File: src/rtl/ifu_fetch_buf.sv
// Fetch unit with a small {pc, inst} FIFO between the ROM and decode.
// Define IFU_BYPASS_EN to let an empty buffer hand the ROM word straight to decode.
module ifu_fetch_buf #(
    parameter logic [31:0] RESET_PC = 32'h0000_0000,
    parameter int          DEPTH    = 4
) (
    input  logic        clk,
    input  logic        rst,
    output logic [31:0] inst_addr_o,
    input  logic [31:0] inst_i,
    input  logic        jump_en_i,
    input  logic [31:0] jump_addr_i,
    output logic        dec_valid_o,
    output logic [31:0] dec_inst_o,
    output logic [31:0] dec_pc_o,
    input  logic        dec_ready_i
);

    localparam int AW = $clog2(DEPTH);

    logic [31:0]             pc_q, pc_d;
    logic [AW-1:0]           rptr_q, rptr_d;
    logic [AW-1:0]           wptr_q, wptr_d;
    logic [AW:0]             cnt_q, cnt_d;
    logic [DEPTH-1:0][31:0]  mem_pc_q, mem_pc_d;
    logic [DEPTH-1:0][31:0]  mem_inst_q, mem_inst_d;

    logic fifo_valid;
    logic full;
    logic pop;
    logic push;
    logic bypass;

    assign fifo_valid  = (cnt_q != '0);
    // DEPTH is a power of two and cnt never exceeds it, so the top bit means full
    assign full        = cnt_q[AW];
    assign pop         = fifo_valid && dec_ready_i;
    assign inst_addr_o = pc_q;

`ifdef IFU_BYPASS_EN
    assign bypass = !fifo_valid && !jump_en_i && dec_ready_i;
`else
    assign bypass = 1'b0;
`endif

    assign push = !jump_en_i && !bypass && (!full || pop);

    always_comb begin
        dec_valid_o = fifo_valid;
        dec_inst_o  = '0;
        dec_pc_o    = '0;
        if (fifo_valid) begin
            dec_inst_o = mem_inst_q[rptr_q];
            dec_pc_o   = mem_pc_q[rptr_q];
        end else if (bypass) begin
            dec_valid_o = 1'b1;
            dec_inst_o  = inst_i;
            dec_pc_o    = pc_q;
        end
    end

    always_comb begin
        pc_d       = pc_q;
        rptr_d     = rptr_q;
        wptr_d     = wptr_q;
        cnt_d      = cnt_q;
        mem_pc_d   = mem_pc_q;
        mem_inst_d = mem_inst_q;
        if (jump_en_i) begin
            // a redirect discards everything, including an entry popped this cycle
            pc_d   = {jump_addr_i[31:2], 2'b00};
            rptr_d = '0;
            wptr_d = '0;
            cnt_d  = '0;
        end else begin
            if (pop) begin
                rptr_d = rptr_q + AW'(1);
            end
            if (push) begin
                mem_pc_d[wptr_q]   = pc_q;
                mem_inst_d[wptr_q] = inst_i;
                wptr_d             = wptr_q + AW'(1);
            end
            if (push || bypass) begin
                pc_d = pc_q + 32'd4;
            end
            cnt_d = cnt_q + (AW+1)'(push) - (AW+1)'(pop);
        end
    end

    always_ff @(posedge clk or posedge rst) begin
        if (rst) begin
            pc_q       <= RESET_PC;
            rptr_q     <= '0;
            wptr_q     <= '0;
            cnt_q      <= '0;
            mem_pc_q   <= '0;
            mem_inst_q <= '0;
        end else begin
            pc_q       <= pc_d;
            rptr_q     <= rptr_d;
            wptr_q     <= wptr_d;
            cnt_q      <= cnt_d;
            mem_pc_q   <= mem_pc_d;
            mem_inst_q <= mem_inst_d;
        end
    end

endmodule
File: config.mk
export PLATFORM = sky130hd
export DESIGN_NAME = ifu_fetch_buf
export DESIGN_NICKNAME = d
export VERILOG_FILES = /design/src/rtl/ifu_fetch_buf.sv
export SDC_FILE = /design/constraint.sdc
export NUM_CORES = 1
export LEC_CHECK = 0
export ABC_AREA = 1
export CELL_PAD_IN_SITES_DETAIL_PLACEMENT = 1
export CELL_PAD_IN_SITES_GLOBAL_PLACEMENT = 1
export CORE_MARGIN = 3
export CORE_UTILIZATION = 40
export DETAILED_ROUTE_END_ITERATION = 8
export PLACE_DENSITY = 0.82
export SLEW_MARGIN = 30
export SYNTH_ARGS = -nofsm -noshare
export SYNTH_HDL_FRONTEND = slang
export SYNTH_SLANG_ARGS = --single-unit
File: constraint.sdc
create_clock -name clk -period 11.3 [get_ports clk]
set_clock_uncertainty 0.2 [all_clocks]
set_input_delay 2.26 -clock clk [delete_from_list [all_inputs] [get_ports clk]]
set_output_delay 2.26 -clock clk [all_outputs]
set_load 0.03 [all_outputs]
==> results of run 1 <==
[area by class of cell]
cell class,instances,area share
sequential,285,0.434
multi-input combinational,1211,0.337
timing repair buffer,166,0.102
clock inverter,6,0.00350
clock buffer,55,0.0659
inverter,97,0.0238
tap,448,0.0341
[critical path, stage by stage, from the launching register on]
cell             delay, ps
dfrtp_4                720
inv_4                  560
buf_4                  650
o21ai_0                220
a21oi_1                350
clkdlybuf4s50_1        740
[stage by stage]
step	setup slack, ps	hold slack [ps]	utilization	power [mW]	cells
final	5080	277	0.488	4.83	2268
after global routing	4840	304	0.488	5.20	2268
after floorplan	976	248	-	3.02	1705
after global placement	5310	259	0.453	3.65	2206
after detailed placement	5610	269	0.453	3.74	2206
after CTS	5050	282	0.487	4.88	2267
[sequential cells by signal, indices dropped and copies added, names as in the netlist]
register     count
cnt_q            3
rptr_q           2
mem_inst_q     128
inst_addr_o     30
mem_pc_q       120
wptr_q           2
[routing by layer]
metal  part of all wire  GRT usage
met5                  0          0
met2               0.47      0.383
met4              0.017     0.0497
met1               0.47      0.304
met3              0.044     0.0326
[cells by family (layout without fill, tap and decap cells)]
kind of cell    count (synthesis)  after routing  synth area share
simple gates                  715            715             0.211
compound gates                481            481             0.181
flops                         285            285             0.519
buf+inv                       209            324            0.0784
fa+ha+maj                       8              8           0.00784
xor+xnor                        3              3           0.00191
other cells                     1              4          0.000273
[power groups by stage]
stage	logic, mW	registers [mW]	clock network [mW]
floorplan	1.31	1.70	0
global placement	1.92	1.73	0
detailed placement	1.99	1.76	0
CTS	2.00	1.75	1.13
global route	2.21	1.81	1.18
finish	1.98	1.75	1.10
[final timing paths]
path	from	endpoint	slack (ps)	cells past startpoint
max reg2reg	cnt_q[2]$_DFF_PP0_	cnt_q[2]$_DFF_PP0_	7880	12
max in group asynchronous	rst	mem_pc_q[121]$_DFFE_PP0P_	7400	4
min	mem_inst_q[96]$_DFFE_PP0P_	mem_inst_q[96]$_DFFE_PP0P_	280	2
min in group asynchronous	rst	mem_inst_q[55]$_DFFE_PP0P_	2080	2
min reg2reg	mem_inst_q[96]$_DFFE_PP0P_	mem_inst_q[96]$_DFFE_PP0P_	280	2
max	rptr_q[0]$_DFFE_PP0P_	dec_pc_o[12]	5080	5
[cells in the mapped netlist (6+ instances only)]
master | instances | area [um2]
a21oi_1 | 68 | 340
buf_6 | 29 | 327
o211ai_1 | 6 | 45.0
ha_1 | 7 | 87.6
nor2_1 | 281 | 1050
a22oi_1 | 6 | 45.0
o21ai_0 | 366 | 1830
buf_4 | 9 | 67.6
dfrtp_1 | 285 | 7130
o21ai_1 | 19 | 95.1
nand2_1 | 370 | 1390
buf_2 | 20 | 100
clkbuf_1 | 50 | 188
inv_1 | 92 | 345
nand3_1 | 40 | 200
o21ai_2 | 6 | 52.6
==> results.py, run 1 <==
metrics = {
    "routing": {
        "post-route-drc-count": 0,
        "via_per_inst": 5.32,
        "detail_route.wl_per_cell_um": 17.8,
        "drt_iter0_drc": 628,
        "num_vias": 12100,
        "dr.pass1.iters": 4,
        "drtAntennaViolNets": 0,
        "drt_wl_total_um": 40400,
    },
    "clock_network": {
        "clockRootBuffer": "clkbuf_16",
        "clock_latency_ps": 500,
        "cts.repair.resized": 0,
        "postCtsHoldBufs": 0,
        "cts_buffers": 34,
        "post_cts_buffers": 0,
        "ctsLongestPathBuffers": 3,
        "htree_levels": 2,
        "cts_sinks": 285,
        "path_clk_slew_ps": 50,
        "tritoncts": "done",
    },
    "synthesis": {
        "synth_edf_count": 0,
        "synth_cell_types": 36,
        "syn_avg_cell_area_um2": 8.07,
        "async_flop_share": 1.00,
        "postSynthCellCount": 1702,
        "syn_area_um2": 13700,
        "yosysWarnings": 0,
        "synthFlopType": "dfrtp_1",
        "ys_ff_latch": 285,
        "synth_seq_area_share": 0.519,
    },
    "floorplanning": {
        "fp.dieArea_um2": 36600,
        "rows": 67,
        "fp.dieH_um": 191,
        "die_x_um": 191,
        "pin_count": 165,
        "coreArea_um2": 33700,
        "start_util": 0.407,
    },
    "pwr": {
        "internal_power_mw": 2.85,
        "power_frac_comb": 0.410,
        "clock_power_share": 0.228,
        "switching_share": 0.409,
        "peakVddDrop_uv": 129,
        "power_density_nw_per_um2": 294,
        "p_sw_mw": 1.97,
        "p_leak_nw": 7.42,
        "seqPwrFrac": 0.362,
    },
    "grt": {
        "antenna_found_initial": 0,
        "gr-total-overflow": 0,
        "grt_usage": 0.224,
        "grt_first_pass_wirelength_um": 66700,
        "grt_max_degree": 169,
        "grt_pass1_vias": 13000,
    },
    "finish": {
        "postLayoutCellArea_um2": 16400,
        "multiInputGateArea_um2": 5540,
        "nNetsFinal": 1871,
        "syn2layout_area_growth_pct": 19.7,
        "drive_gt1_frac": 0.0511,
        "fillCellCount": 4058,
        "ff_latch_area_um2": 7140,
        "diodes": 0,
        "final_cell_mix": "nand2_1, o21ai_0, dfrtp_1",
        "final_common_cell": "nand2_1",
    },
    "outcome": {
        "outcome": "finished clean",
    },
    "setup_path": {
        "critPathKind": "flip-flop to primary output",
        "worstPathArrival_ps": 3760,
        "worst-endpoint-required_ps": 8840,
        "cp-end-kind": "primary output",
        "path_max_fanout": 63,
        "crit_path_start_kind": "flip-flop",
    },
    "timing": {
        "tightest_slew_ps": 923,
        "post-route-period-util": 0.551,
        "rsz0062_at_grt": "no",
        "fin_setup_tns_ps": 0,
        "max_freq_mhz": 161,
        "max-slew-margin-rel": 0.384,
        "final_hold_viol_count": 0,
        "drv_slew": 0,
        "final.min_clock_period_ps": 6220,
        "setup_violations": 0,
    },
    "placement": {
        "hpwl_um": 23800,
        "routabilityCongestion": 0.792,
        "dpl_cell_area_um2": 15300,
        "io_buffers": 158,
    },
    "worst_hold_path": {
        "hold_class": "flip-flop to flip-flop",
    },
    "flow_run": {
        "drv_cap": 0,
    },
}
Note: power is estimated with default switching activity, not from simulation.
==> inputs of run 2 (changes only) <==
--- a/config.mk
+++ b/config.mk
@@ -9,7 +9,7 @@
 export CELL_PAD_IN_SITES_DETAIL_PLACEMENT = 1
 export CELL_PAD_IN_SITES_GLOBAL_PLACEMENT = 1
 export CORE_MARGIN = 3
-export CORE_UTILIZATION = 40
+export CORE_UTILIZATION = 38
 export DETAILED_ROUTE_END_ITERATION = 8
 export PLACE_DENSITY = 0.82
 export SLEW_MARGIN = 30
==> constraint.sdc (replaced) <==
create_clock -name clk -period 5.6 [get_ports clk]
set_clock_uncertainty 0.2 [all_clocks]
set_input_delay 1.12 -clock clk [delete_from_list [all_inputs] [get_ports clk]]
set_output_delay 1.12 -clock clk [all_outputs]
set_load 0.03 [all_outputs]
==> results.py, run 2 (synthesized netlist as in run 1, its figures left out) <==
metrics = {
    "outcome": {
        "outcome": "finished clean",
    },
    "setup_path": {
        "cp-end-kind": "primary output",
        "timing.critical_path.cells": "clkinv_2 -> buf_4 -> nor2_1 -> o21ai_0 -> a21oi_1 -> clkdlybuf4s50_1",
        "crit_path_start_kind": "flip-flop",
        "r2r_cells": 11,
        "path_max_fanout": 40,
        "critPathMaxStageDelay_ps": 770,
        "worstPathArrival_ps": 3690,
        "cp_slowest_cell": "dfrtp_2",
        "reg2reg_slack_ps": 2810,
        "critPathKind": "flip-flop to primary output",
        "r2r-start": "cnt_q[2]$_DFF_PP0_",
        "worst-endpoint-required_ps": 4280,
        "r2r_end": "cnt_q[2]$_DFF_PP0_",
    },
    "routing": {
        "via_per_inst": 5.28,
        "post-route-drc-count": 0,
        "detail_route.wl_per_cell_um": 18.2,
        "num_vias": 12000,
        "drt_iter0_drc": 576,
        "drt_wl_total_um": 41500,
        "dr.pass1.iters": 7,
        "drtAntennaViolNets": 0,
    },
    "grt": {
        "grt_first_pass_wirelength_um": 68100,
        "grt_pass1_vias": 13200,
        "antenna_found_initial": 0,
        "gr-total-overflow": 0,
        "grt_usage": 0.214,
        "grt_max_degree": 135,
    },
    "clock_network": {
        "clock_latency_ps": 520,
        "clockRootBuffer": "clkbuf_16",
        "ctsLongestPathBuffers": 3,
        "cts_sinks": 285,
        "cts.repair.resized": 0,
        "path_clk_slew_ps": 60,
        "tritoncts": "done",
        "cts_buffers": 34,
        "post_cts_buffers": 0,
        "postCtsHoldBufs": 0,
        "htree_levels": 2,
    },
    "finish": {
        "diodes": 0,
        "top_register": "mem_inst_q",
        "final_util": 0.468,
        "fillCellCount": 4221,
        "ff_latch_area_um2": 7140,
        "drive_gt1_frac": 0.0516,
        "multiInputGateArea_um2": 5540,
        "final_cell_mix": "nand2_1, o21ai_0, dfrtp_1",
        "syn2layout_area_growth_pct": 19.4,
        "largest_reg_flops": 128,
        "final_common_cell": "nand2_1",
        "nNetsFinal": 1873,
    },
    "timing": {
        "rsz0062_at_grt": "no",
        "fin_setup_tns_ps": 0,
        "post-route-period-util": 0.895,
        "tightest_slew_ps": 835,
        "drv_slew": 0,
        "max-slew-margin-rel": 0.444,
        "final_hold_viol_count": 0,
        "setup_violations": 0,
        "final.min_clock_period_ps": 5010,
        "whs_ps": 279,
        "max_freq_mhz": 200,
    },
    "floorplanning": {
        "coreArea_um2": 35100,
        "pin_count": 165,
        "start_util": 0.392,
        "die_x_um": 196,
        "fp.dieH_um": 196,
        "fp.dieArea_um2": 38500,
        "rows": 68,
    },
    "placement": {
        "routabilityCongestion": 0.818,
        "hpwl_um": 24900,
        "io_buffers": 158,
    },
    "worst_hold_path": {
        "hold_start": "mem_inst_q[104]$_DFFE_PP0P_",
        "whs_path_depth": 2,
        "hold_class": "flip-flop to flip-flop",
        "min_to": "mem_inst_q[104]$_DFFE_PP0P_",
    },
    "flow_run": {
        "drv_cap": 0,
    },
    "pwr": {
        "peakVddDrop_uv": 376,
        "power_density_nw_per_um2": 590,
        "p_total_mw": 9.68,
        "p_leak_nw": 7.39,
    },
}
[run 2: changes by cell type in the layout (fill, tap and decap cells not counted), sizes merged]
cell	delta
buf	+2
clkbuf	-10
inv	-1
clkinvlp	+4
clkinv	+5
bufinv	+1
[run 2: how the worst max path moves through the flow]
stage          slack [ps]                  start            endpoint
3_5_place_dp         1070  rptr_q[1]$_DFFE_PP0P_         dec_pc_o[9]
2_1_floorplan         500                    rst  cnt_q[0]$_DFF_PP0_
5_1_grt               360  rptr_q[1]$_DFFE_PP0P_        dec_pc_o[14]
3_3_place_gp         1090  rptr_q[1]$_DFFE_PP0P_         dec_pc_o[9]
4_1_cts               530  rptr_q[1]$_DFFE_PP0P_         dec_pc_o[9]
6_report              590  rptr_q[1]$_DFFE_PP0P_         dec_pc_o[9]
[run 2: area by class of cell]
cell class	count	area share
Sequential cell	285	0.435
Multi-Input combinational cell	1211	0.337
Timing Repair Buffer	168	0.103
Clock buffer	45	0.0563
Tap cell	455	0.0347
Inverter	97	0.0235
Clock inverter	15	0.00961
[run 2: critical path: cells and delay by family (launching register included)]
| kind | cells | cell delay [ps] |
|---|---|---|
| compound gates | 2 | 360 |
| buf+inv | 3 | 1870 |
| flops | 1 | 770 |
| simple gates | 1 | 160 |
[run 2: stage by stage]
stage | cell area [um2] | setup slack (ps) | instances
floorplan | 13700 | 503 | 1705
global placement | 15300 | 1090 | 2216
detailed placement | 15300 | 1070 | 2216
CTS | 16400 | 532 | 2276
global route | 16400 | 364 | 2276
finish | 16400 | 588 | 2276
[run 2: layer usage]
layer | part of all wire | global-route usage | wire, um | vias to the layer above
met1 | 0.46 | 0.288 | 18900 | 6032
met5 | 0 | 0 | 0 | -
met3 | 0.046 | 0.0359 | 1900 | 48
met2 | 0.48 | 0.366 | 19900 | 240
met4 | 0.018 | 0.0465 | 755 | 0
li1 | - | - | - | 5703
[run 2: power breakdown]
| part | leakage (nW) | total [mW] | internal (mW) | switching (mW) |
|---|---|---|---|---|
| logic | 3.31 | 4.00 | 1.42 | 2.57 |
| registers | 3.56 | 3.55 | 2.97 | 0.581 |
| clock network | 0.519 | 2.13 | 1.26 | 0.871 |
| total | 7.39 | 9.68 | 5.66 | 4.02 |
==> inputs of run 3 (changes only) <==
--- a/config.mk
+++ b/config.mk
@@ -12,6 +12,7 @@
 export CORE_UTILIZATION = 38
 export DETAILED_ROUTE_END_ITERATION = 8
 export PLACE_DENSITY = 0.82
+export REMOVE_ABC_BUFFERS = 1
 export SLEW_MARGIN = 30
 export SYNTH_ARGS = -nofsm -noshare
 export SYNTH_HDL_FRONTEND = slang
==> constraint.sdc (replaced) <==
create_clock -name clk -period 4.6 [get_ports clk]
set_clock_uncertainty 0.2 [all_clocks]
set_input_delay 0.92 -clock clk [delete_from_list [all_inputs] [get_ports clk]]
set_output_delay 0.92 -clock clk [all_outputs]
set_load 0.03 [all_outputs]
==> results.py, run 3 (synthesized netlist as in run 1, its figures left out) <==
metrics = {
    "setup_path": {
        "path_max_fanout": 48,
        "worstPathArrival_ps": 3200,
        "crit_path_start_kind": "flip-flop",
        "reg2reg_slack_ps": 2050,
        "cp-end-kind": "primary output",
        "critPathMaxStageDelay_ps": 810,
        "timing.critical_path.cells": "buf_4 -> nor2_1 -> nor2_1 -> o21ai_0 -> a21oi_1 -> clkdlybuf4s50_1",
        "cpMostUsedCell": "nor2_1",
        "worst-endpoint-required_ps": 3480,
        "cp_slowest_cell": "dfrtp_4",
        "critPathKind": "flip-flop to primary output",
    },
    "pwr": {
        "power_density_nw_per_um2": 708,
        "seqPwrFrac": 0.372,
        "p_total_mw": 11.6,
        "clock_power_share": 0.204,
        "p_leak_nw": 7.37,
        "power_frac_comb": 0.424,
        "p_sw_mw": 4.79,
        "internal_power_mw": 6.78,
        "peakVddDrop_uv": 343,
        "switching_share": 0.414,
    },
    "clock_network": {
        "cts_sinks": 285,
        "cts_buffers": 31,
        "path_clk_slew_ps": 60,
        "cts.repair.resized": 0,
        "clock_latency_ps": 560,
        "ctsLongestPathBuffers": 3,
        "tritoncts": "done",
        "htree_levels": 1,
        "postCtsHoldBufs": 0,
        "post_cts_buffers": 0,
        "clockRootBuffer": "clkbuf_16",
    },
    "grt": {
        "busiest_layer": "met2",
        "met1_usage": 0.293,
        "antenna_found_initial": 0,
        "grt_first_pass_wirelength_um": 67300,
        "grt_pass1_vias": 12800,
        "gr-total-overflow": 0,
        "grt_max_degree": 125,
        "use_met2": 0.360,
        "use_met3": 0.0252,
        "grt_usage": 0.212,
    },
    "timing": {
        "whs_ps": 277,
        "final_hold_viol_count": 0,
        "post-route-period-util": 0.938,
        "setup_violations": 0,
        "final.min_clock_period_ps": 4320,
        "drv_slew": 0,
        "max_freq_mhz": 232,
        "tightest_slew_ps": 778,
        "layout_setup_ws_ps": 283,
        "rsz0062_at_grt": "no",
        "max-slew-margin-rel": 0.480,
    },
    "floorplanning": {
        "rows": 68,
        "fp.dieH_um": 196,
        "start_util": 0.392,
        "coreArea_um2": 35100,
        "pin_count": 165,
        "die_x_um": 196,
        "fp.dieArea_um2": 38500,
    },
    "flow_run": {
        "drv_cap": 0,
    },
    "finish": {
        "ff_latch_area_um2": 7140,
        "largest_reg_flops": 128,
        "syn2layout_area_growth_pct": 19.0,
        "drive_gt1_frac": 0.0485,
        "final_common_cell": "nand2_1",
        "fillCellCount": 4229,
        "top_register": "mem_inst_q",
        "multiInputGateArea_um2": 5540,
        "stdcell_count": 2269,
        "final_cell_mix": "nand2_1, o21ai_0, dfrtp_1",
        "diodes": 0,
        "nNetsFinal": 1874,
    },
    "worst_hold_path": {
        "hold_class": "flip-flop to flip-flop",
    },
    "routing": {
        "drt_wl_total_um": 40600,
        "num_vias": 11900,
        "drt_iter0_drc": 656,
        "post-route-drc-count": 0,
        "dr.pass1.iters": 5,
        "detail_route.wl_per_cell_um": 17.9,
        "drtAntennaViolNets": 0,
        "via_per_inst": 5.25,
    },
    "placement": {
        "routabilityCongestion": 0.794,
        "dp_worst_setup_slack_ps": 919,
        "hpwl_um": 24800,
        "dp.cells": 2220,
        "io_buffers": 158,
    },
    "outcome": {
        "outcome": "finished clean",
    },
}
==> run 3: cell types whose count changed in the layout (fill, tap and decap cells not counted), sizes merged <==
| cell | before | now |
|---|---|---|
| inv | 94 | 96 |
| clkinv | 11 | 6 |
| clkbuf | 45 | 42 |
| buf | 10 | 14 |
| clkinvlp | 5 | 0 |
==> run 3: final timing paths <==
check,cells after the start,end,start
max,6,dec_pc_o[29],rptr_q[0]$_DFFE_PP0P_
min,2,mem_inst_q[126]$_DFFE_PP0P_,mem_inst_q[126]$_DFFE_PP0P_
max reg2reg,11,cnt_q[2]$_DFF_PP0_,cnt_q[2]$_DFF_PP0_
min reg2reg,2,mem_inst_q[126]$_DFFE_PP0P_,mem_inst_q[126]$_DFFE_PP0P_
max in group asynchronous,3,mem_pc_q[116]$_DFFE_PP0P_,rst
min in group asynchronous,2,mem_inst_q[98]$_DFFE_PP0P_,rst
==> run 3: final cells by class <==
type	count	area share
clock inverter	7	0.00521
clock buffer	42	0.0519
timing repair buffer	172	0.109
sequential	285	0.437
inverter	97	0.0237
multi-input combinational	1211	0.339
tap	455	0.0348
==> run 3: power groups by stage <==
| stage | Sequential, mW | Combinational [mW] | Clock [mW] |
|---|---|---|---|
| 2_1_floorplan | 4.27 | 2.95 | 0 |
| 3_3_place_gp | 4.26 | 4.80 | 0 |
| 3_5_place_dp | 4.33 | 4.95 | 0 |
| 4_1_cts | 4.30 | 4.98 | 2.43 |
| 5_1_grt | 4.44 | 5.51 | 2.53 |
| 6_report | 4.30 | 4.91 | 2.36 |
==> run 3: worst max-delay path, delay by kind of cell (launching register included) <==
| kind | cells | cell delay [ps] |
|---|---|---|
| DFF | 1 | 810 |
| buffers and inverters | 2 | 1130 |
| AOI/OAI and AO/OA | 2 | 470 |
| and+or+nand+nor | 2 | 200 |
==> run 3: per-layer routing <==
| metal | vias to the layer above | part of all wire |
|---|---|---|
| met5 | - | 0 |
| met4 | 0 | 0.019 |
| met3 | 56 | 0.041 |
| met2 | 242 | 0.47 |
| met1 | 5919 | 0.47 |
| li1 | 5702 | - |
==> run 3: through the flow <==
step	util	TNS, ps	cell area, um2
after floorplan	-	-1281660	13000
after global placement	0.439	0	15400
after detailed placement	0.439	0	15400
after CTS	0.466	0	16300
after global routing	0.466	0	16300
final	0.466	0	16300
